File: config.mk
export PLATFORM = sky130hd
export DESIGN_NAME = store_monitor
export DESIGN_NICKNAME = d
export VERILOG_FILES = /design/src/rtl/store_monitor_pkg.sv /design/src/rtl/store_log_fifo.sv /design/src/rtl/store_monitor.sv
export SDC_FILE = /design/constraint.sdc
export NUM_CORES = 1
export LEC_CHECK = 0
export CAP_MARGIN = 0
export CORE_ASPECT_RATIO = 0.75
export CORE_UTILIZATION = 27
export DETAILED_ROUTE_END_ITERATION = 8
export PLACE_DENSITY_LB_ADDON = 0.3
export SLEW_MARGIN = 20
export SYNTH_ARGS = -nofsm -noshare
export SYNTH_HDL_FRONTEND = slang
export SYNTH_SLANG_ARGS = --single-unit
File: constraint.sdc
create_clock -name clk -period 9.72 [get_ports clk]
set_clock_uncertainty 0.2 [all_clocks]
set_input_delay 0.972 -clock clk [delete_from_list [all_inputs] [get_ports clk]]
set_output_delay 0.972 -clock clk [all_outputs]
set_load 0.1 [all_outputs]
File: src/rtl/store_monitor_pkg.sv
// Shared types for the store monitor: run-state encoding and the store-log entry.
package store_monitor_pkg;

    typedef enum logic [1:0] {
        ST_RUN     = 2'd0,
        ST_PASS    = 2'd1,
        ST_FAIL    = 2'd2,
        ST_TIMEOUT = 2'd3
    } state_t;

    typedef struct packed {
        logic [31:0] addr;
        logic [31:0] data;
    } log_entry_t;

endpackage

File: src/rtl/store_log_fifo.sv
// Store log FIFO. Keeps the last popped head visible while empty so the
// log_addr/log_data outputs hold their values on an idle or empty pop.
// A push into a full FIFO is dropped and sets the sticky overflow flag,
// unless a pop is accepted in the same cycle.
module store_log_fifo
    import store_monitor_pkg::*;
#(
    parameter int LOG_DEPTH = 8
) (
    input  logic       clk,
    input  logic       reset,
    input  logic       clr,
    input  logic       push,
    input  logic       pop,
    input  log_entry_t din,
    output log_entry_t dout,
    output logic       full,
    output logic       empty,
    output logic       overflow
);

    localparam int AW = $clog2(LOG_DEPTH);

    log_entry_t     mem [LOG_DEPTH];
    log_entry_t     last;
    logic [AW-1:0]  wr_ptr;
    logic [AW-1:0]  rd_ptr;
    logic [AW:0]    count;
    logic           pop_ok;
    logic           push_ok;

    assign empty   = (count == '0);
    assign full    = (count == (AW+1)'(LOG_DEPTH));
    assign pop_ok  = pop && !empty;
    assign push_ok = push && (!full || pop_ok);
    assign dout    = empty ? last : mem[rd_ptr];

    // Storage array; pointers wrap naturally because depth is a power of two.
    always_ff @(posedge clk) begin
        if (reset && !clr && push_ok) begin
            mem[wr_ptr] <= din;
        end
    end

    // Pointer, occupancy, held-head and overflow bookkeeping.
    always_ff @(posedge clk) begin
        if (!reset || clr) begin
            wr_ptr   <= '0;
            rd_ptr   <= '0;
            count    <= '0;
            last     <= '0;
            overflow <= 1'b0;
        end else begin
            if (push_ok) begin
                wr_ptr <= wr_ptr + 1'b1;
            end
            if (pop_ok) begin
                rd_ptr <= rd_ptr + 1'b1;
                last   <= mem[rd_ptr];
            end
            count <= count + (AW+1)'(push_ok) - (AW+1)'(pop_ok);
            if (push && !push_ok) begin
                overflow <= 1'b1;
            end
        end
    end

endmodule

File: src/rtl/store_monitor.sv
// Store monitor: watches processor stores and declares pass, fail or timeout.
// Optional macro STORE_MONITOR_STRICT_EN: any store other than the pass
// store or a scratch-address store ends the run with a fail verdict.
//
// state      | meaning
// -----------+-------------------------------------------------------
// ST_RUN     | monitoring; counting cycles, counting and logging stores
// ST_PASS    | pass store seen; terminal until clear/reset
// ST_FAIL    | illegal store seen (strict build); terminal
// ST_TIMEOUT | cycle budget exhausted; terminal, reported as fail too
module store_monitor
    import store_monitor_pkg::*;
#(
    parameter logic [31:0] PASS_ADDR      = 32'd84,
    parameter logic [31:0] PASS_DATA      = 32'd7,
    parameter logic [31:0] SCRATCH_ADDR   = 32'd80,
    parameter int          TIMEOUT_CYCLES = 1000,
    parameter int          LOG_DEPTH      = 8
) (
    input  logic        clk,
    input  logic        reset,
    input  logic        memwrite,
    input  logic [31:0] dataadr,
    input  logic [31:0] writedata,
    input  logic        clear,
    output logic        done,
    output logic        pass,
    output logic        fail,
    output logic        timeout,
    output logic [15:0] store_count,
    input  logic        log_pop,
    output logic        log_valid,
    output logic [31:0] log_addr,
    output logic [31:0] log_data,
    output logic        log_overflow
);

    state_t      state;
    state_t      state_next;
    logic [31:0] cyc_cnt;
    logic        store_ok;
    logic        pass_hit;
    logic        bad_store;
    logic        timeout_hit;
    logic        log_empty;
    logic        log_full;
    log_entry_t  log_in;
    log_entry_t  log_head;

    // A store only counts while running and not being cleared.
    assign store_ok    = memwrite && (state == ST_RUN) && !clear;
    assign pass_hit    = store_ok && (dataadr == PASS_ADDR) && (writedata == PASS_DATA);
    assign timeout_hit = (state == ST_RUN) && (cyc_cnt == 32'(TIMEOUT_CYCLES - 1));

`ifdef STORE_MONITOR_STRICT_EN
    assign bad_store = store_ok &&
                       (((dataadr == PASS_ADDR) && (writedata != PASS_DATA)) ||
                        ((dataadr != PASS_ADDR) && (dataadr != SCRATCH_ADDR)));
`else
    assign bad_store = 1'b0;
`endif

    // State register.
    always_ff @(posedge clk) begin
        if (!reset) begin
            state <= ST_RUN;
        end else begin
            state <= state_next;
        end
    end

    // Next state; a store verdict wins over a same-cycle timeout.
    always_comb begin
        state_next = state;
        if (clear) begin
            state_next = ST_RUN;
        end else if (state == ST_RUN) begin
            if (pass_hit) begin
                state_next = ST_PASS;
            end else if (bad_store) begin
                state_next = ST_FAIL;
            end else if (timeout_hit) begin
                state_next = ST_TIMEOUT;
            end
        end
    end

    // Registered verdict flags, aligned with the state register.
    always_ff @(posedge clk) begin
        if (!reset) begin
            pass    <= 1'b0;
            fail    <= 1'b0;
            timeout <= 1'b0;
            done    <= 1'b0;
        end else begin
            pass    <= (state_next == ST_PASS);
            fail    <= (state_next == ST_FAIL) || (state_next == ST_TIMEOUT);
            timeout <= (state_next == ST_TIMEOUT);
            done    <= (state_next != ST_RUN);
        end
    end

    // Run-cycle counter and saturating store counter.
    always_ff @(posedge clk) begin
        if (!reset || clear) begin
            cyc_cnt     <= '0;
            store_count <= '0;
        end else begin
            if (state == ST_RUN) begin
                cyc_cnt <= cyc_cnt + 32'd1;
            end
            if (store_ok && (store_count != 16'hFFFF)) begin
                store_count <= store_count + 16'd1;
            end
        end
    end

    assign log_in = '{addr: dataadr, data: writedata};

    store_log_fifo #(
        .LOG_DEPTH (LOG_DEPTH)
    ) u_log (
        .clk      (clk),
        .reset    (reset),
        .clr      (clear),
        .push     (store_ok),
        .pop      (log_pop),
        .din      (log_in),
        .dout     (log_head),
        .full     (log_full),
        .empty    (log_empty),
        .overflow (log_overflow)
    );

    assign log_valid = !log_empty;
    assign log_addr  = log_head.addr;
    assign log_data  = log_head.data;

endmodule

==> flow_summary.html <==
<table>
<tr><th>Metric</th><th>Value</th></tr>
<tr><th colspan="2">Min path</th></tr>
<tr><td>Cells on Worst Hold Path</td><td>2</td></tr>
<tr><td>Startpoint of the worst hold path</td><td>u_log.last[16]$_SDFFE_PP0P_</td></tr>
<tr><td>Worst hold path class</td><td>register to register</td></tr>
<tr><th colspan="2">Job</th></tr>
<tr><td>Maximum capacitance violations</td><td>0</td></tr>
<tr><th colspan="2">GRT</th></tr>
<tr><td>Largest net degree at the start of global routing</td><td>93</td></tr>
<tr><td>Global-route total usage across every layer</td><td>0.133</td></tr>
<tr><td>Total global routing overflow</td><td>0</td></tr>
<tr><td>Number of antenna violations at the first check in global routing</td><td>10</td></tr>
<tr><td>Vias in the first global route</td><td>14.2k</td></tr>
<tr><td>Global-route wire length before repair</td><td>93600 um</td></tr>
<tr><th colspan="2">Synth</th></tr>
<tr><td>Synth cell count leaders</td><td>sky130_fd_sc_hd__edfxtp_1 (512), sky130_fd_sc_hd__nor2_1 (200), sky130_fd_sc_hd__dfxtp_1 (132), sky130_fd_sc_hd__mux4_2 (128), sky130_fd_sc_hd__a21oi_1 (69)</td></tr>
<tr><td>Net Count, Synth</td><td>1592</td></tr>
<tr><td>Number of instances in the synthesized netlist</td><td>1512</td></tr>
<tr><td>Simple-gate portion of the synthesized area</td><td>0.0696</td></tr>
<tr><td>Portion of the post-synthesis area used by sequential elements</td><td>0.712</td></tr>
<tr><td>Multiplexer area fraction after synthesis</td><td>0.140</td></tr>
<tr><td>Post-Synthesis Mean Instance Area</td><td>16.7 sq um</td></tr>
<tr><td>Warnings from Yosys</td><td>0</td></tr>
<tr><td>Most common cell in the netlist</td><td>sky130_fd_sc_hd__edfxtp_1</td></tr>
<tr><td>Main combinational cell family by area after synthesis</td><td>multiplexers</td></tr>
<tr><td>Cell area after synthesis</td><td>25300 sq um</td></tr>
<tr><td>Count of flip-flops with a built-in enable after synthesis</td><td>512</td></tr>
<tr><td>Post-synthesis share of cell area spent on xor and xnor gates</td><td>0.0163</td></tr>
<tr><td>Unique cell type count in the Yosys netlist</td><td>53</td></tr>
<tr><td>Number of storage elements in the synthesis netlist</td><td>644</td></tr>
<tr><td>Top_reg_cell synth</td><td>sky130_fd_sc_hd__edfxtp_1</td></tr>
<tr><td>FFs w/ async S/R, synth</td><td>0</td></tr>
<tr><td>Cell taking the most area after synthesis</td><td>sky130_fd_sc_hd__edfxtp_1</td></tr>
<tr><td>Synthesized-area fraction occupied by adder cells</td><td>0.00574</td></tr>
<tr><td>Fraction of the mapped netlist area in compound gates</td><td>0.0402</td></tr>
<tr><td>Most area-consuming cells after synthesis</td><td>sky130_fd_sc_hd__edfxtp_1 (61%), sky130_fd_sc_hd__mux4_2 (11%), sky130_fd_sc_hd__dfxtp_1 (10%)</td></tr>
<tr><td>Share of the synthesized area in the top cell type</td><td>0.608</td></tr>
<tr><th colspan="2">Cells and area</th></tr>
<tr><td>Area of combinational cells with multiple inputs</td><td>6940 sq um</td></tr>
<tr><td>Post-route cell area</td><td>30700 sq um</td></tr>
<tr><td>Final layout net count</td><td>1755</td></tr>
<tr><td>Utilization of the core after routing</td><td>0.333</td></tr>
<tr><td>Area growth from synthesis to layout</td><td>21.2%</td></tr>
<tr><td>Number of filler instances in the final layout</td><td>8754</td></tr>
<tr><td>Fraction of final layout cells sized beyond drive strength 1</td><td>0.159</td></tr>
<tr><td>Sequential cell area in the final layout</td><td>18000 sq um</td></tr>
<tr><th colspan="2">Routing</th></tr>
<tr><td>Final routed wire length divided by cell count</td><td>21.5 um</td></tr>
<tr><td>Total vias in the final route</td><td>13.9k</td></tr>
<tr><td>Count of nets left with antenna violations after detail routing</td><td>0</td></tr>
<tr><td>Total wirelength of the detailed-routed design</td><td>63700 um</td></tr>
<tr><td>Via count normalized by instance count</td><td>4.70</td></tr>
<tr><td>Violation count after the first detailed-routing iteration</td><td>1228</td></tr>
<tr><td>DRC violations left</td><td>36</td></tr>
<tr><td>Number of search-and-repair iterations in the first detailed-routing pass</td><td>7</td></tr>
<tr><th colspan="2">Timing</th></tr>
<tr><td>FMAX</td><td>172 MHz</td></tr>
<tr><td>Final worst-path cycle share</td><td>0.597</td></tr>
<tr><td>Tightest slew margin relative to the limit</td><td>0.298</td></tr>
<tr><td>Unrepaired setup endpoints after global routing</td><td>false</td></tr>
<tr><td>Worst-margin pin slew</td><td>1.05 ns</td></tr>
<tr><td>Final setup violation count</td><td>0</td></tr>
<tr><td>Setup TNS</td><td>0 ns</td></tr>
<tr><td>Worst hold margin</td><td>0.289 ns</td></tr>
<tr><td>Fin. max-slew vios</td><td>0</td></tr>
<tr><td>Fin crit period</td><td>5.81 ns</td></tr>
<tr><td>Final critical-path setup slack</td><td>3.91 ns</td></tr>
<tr><td>Final-report hold violation count</td><td>0</td></tr>
<tr><th colspan="2">Clock tree</th></tr>
<tr><td>Clock buffer count from CTS</td><td>71</td></tr>
<tr><td>Buffers inserted during post-CTS setup optimization</td><td>0</td></tr>
<tr><td>Number of gates resized after CTS</td><td>0</td></tr>
<tr><td>Number of H-tree branching levels</td><td>3</td></tr>
<tr><td>Clock tree from TritonCTS</td><td>done</td></tr>
<tr><td>Clock network latency to the later pin of the worst-skew pair</td><td>0.62 ns</td></tr>
<tr><td>Clock root buffer</td><td>sky130_fd_sc_hd__clkbuf_16</td></tr>
<tr><td>Clock transition at path regs</td><td>0.06 ns</td></tr>
<tr><td>Worst-case clock buffer depth</td><td>3</td></tr>
<tr><td>Hold-fix buffers at CTS</td><td>0</td></tr>
<tr><td>Total clock sinks</td><td>644</td></tr>
<tr><th colspan="2">Critical path</th></tr>
<tr><td>Endpoint class of the critical path</td><td>primary output</td></tr>
<tr><td>Launching element type of the critical path</td><td>register</td></tr>
<tr><td>WP data required</td><td>8.55 ns</td></tr>
<tr><td>Endpoint of the worst setup timing path</td><td>log_addr[26]</td></tr>
<tr><td>First element of the critical path</td><td>u_log.count[2]$_SDFF_PP0_</td></tr>
<tr><td>Depth of the worst register-to-register path</td><td>5</td></tr>
<tr><td>Largest driver fanout on the critical path</td><td>84</td></tr>
<tr><td>Path type of the worst setup path</td><td>register to primary output</td></tr>
<tr><td>Capturing point of the worst reg2reg path</td><td>u_log.mem[6][45]$_DFFE_PP_</td></tr>
<tr><td>Data arrival time at the worst-slack endpoint</td><td>4.64 ns</td></tr>
<tr><td>Reg-to-reg critical path startpoint</td><td>state[1]$_SDFF_PN0_</td></tr>
<tr><td>Reg-to-reg setup timing slack</td><td>5.65 ns</td></tr>
<tr><th colspan="2">Floorplan</th></tr>
<tr><td>Starting density of the core</td><td>0.275</td></tr>
<tr><td>Die extent in x</td><td>355 um</td></tr>
<tr><td>Die ar.</td><td>95000 sq um</td></tr>
<tr><td>Die height</td><td>267 um</td></tr>
<tr><td>Number of top-level pins</td><td>155</td></tr>
<tr><td>Core Footprint</td><td>92100 sq um</td></tr>
<tr><td>Placement Rows</td><td>96</td></tr>
<tr><th colspan="2">Place</th></tr>
<tr><td>Instance area after placement</td><td>28300 sq um</td></tr>
<tr><td>Port-buffer cells</td><td>154</td></tr>
<tr><td>HPWL after detailed placement</td><td>37500 um</td></tr>
<tr><td>Placer Congestion</td><td>0.712</td></tr>
<tr><td>Placement-stage worst setup slack</td><td>4.39 ns</td></tr>
<tr><th colspan="2">Power</th></tr>
<tr><td>Worst voltage drop across the vdd grid</td><td>482 uV</td></tr>
<tr><td>Static power due to leakage</td><td>9.20 nW</td></tr>
<tr><td>Power density relative to cell area</td><td>332 nW/um^2</td></tr>
<tr><th colspan="2">Outcome</th></tr>
<tr><td>Failing checks</td><td>design-rule violations</td></tr>
<tr><td>Status</td><td>finished with violations</td></tr>
</table>
[report_power, final]
group	switching (mW)	internal (mW)
clock network	1.08	1.66
registers	0.0507	3.05
logic	3.41	0.939
total	4.55	5.65
[layer usage]
layer / up-vias / track usage / wire length (um) / share of wire
li1: 6339 / - / - / -
met5: - / 0 / 88 / 0.0014
met1: 7158 / 0.186 / 29400 / 0.46
met3: 93 / 0.0320 / 3820 / 0.060
met2: 328 / 0.207 / 29300 / 0.46
met4: 14 / 0.0334 / 1060 / 0.017
[through the flow]
stage	cells	power (mW)
after floorplan	1512	6.50
after global placement	2827	7.55
after detailed placement	2827	7.56
after CTS	2956	10.3
after global routing	2957	10.6
final	2962	10.2
[layout by cell type (no fill, tap or decap), types with 37 or more instances in the layout]
master                            count
sky130_fd_sc_hd__edfxtp_1           512
sky130_fd_sc_hd__nor2_1             194
sky130_fd_sc_hd__clkdlybuf4s50_1    154
sky130_fd_sc_hd__dfxtp_1            129
sky130_fd_sc_hd__mux4_2             128
sky130_fd_sc_hd__clkbuf_16           74
sky130_fd_sc_hd__a21oi_1             69
sky130_fd_sc_hd__mux2i_1             66
sky130_fd_sc_hd__a211oi_1            66
sky130_fd_sc_hd__nor4_1              37
[worst min-delay path by stage]
stage	to	slack, ns
2_1_floorplan	cyc_cnt[1]$_SDFFE_PP0N_	0.27
3_3_place_gp	cyc_cnt[1]$_SDFFE_PP0N_	0.28
3_5_place_dp	u_log.last[22]$_SDFFE_PP0P_	0.28
4_1_cts	u_log.last[28]$_SDFFE_PP0P_	0.29
5_1_grt	u_log.last[28]$_SDFFE_PP0P_	0.30
6_report	u_log.last[16]$_SDFFE_PP0P_	0.29
[flip-flops by register name, summed over array words and instances, names as in the netlist, named ones only]
register,flops
store_count,16
timeout,1
u_log.rd_ptr,3
fail,1
state,2
u_log.count,4
u_log.overflow,1
done,1
u_log.last,64
cyc_cnt,32
u_log.mem,512
u_log.wr_ptr,3
pass,1
[area by class of cell]
type,instances,share of cell area
timing repair buffer,175,0.0559
clock buffer,97,0.0652
antenna,6,0.000490
sequential,644,0.588
multi-input combinational,768,0.226
tap,1225,0.0500
clock inverter,32,0.0123
inverter,15,0.00184
[worst max-delay path, cell delays in order, from the launching register on]
cell and delay (ns):
sky130_fd_sc_hd__dfxtp_1 0.31, sky130_fd_sc_hd__inv_1 0.07, sky130_fd_sc_hd__ha_1 0.21, sky130_fd_sc_hd__or3b_4 0.65, sky130_fd_sc_hd__buf_4 0.84, sky130_fd_sc_hd__nor2_1 0.08, sky130_fd_sc_hd__a21oi_1 0.53, sky130_fd_sc_hd__clkdlybuf4s50_1 1.27
[cell families after synthesis]
group,Yosys count
flops,644
simple gates,359
mux,194
compound gates,157
buf+inv,100
xor+xnor,47
fa+ha+maj,11
(Power assumes the default switching activity.)
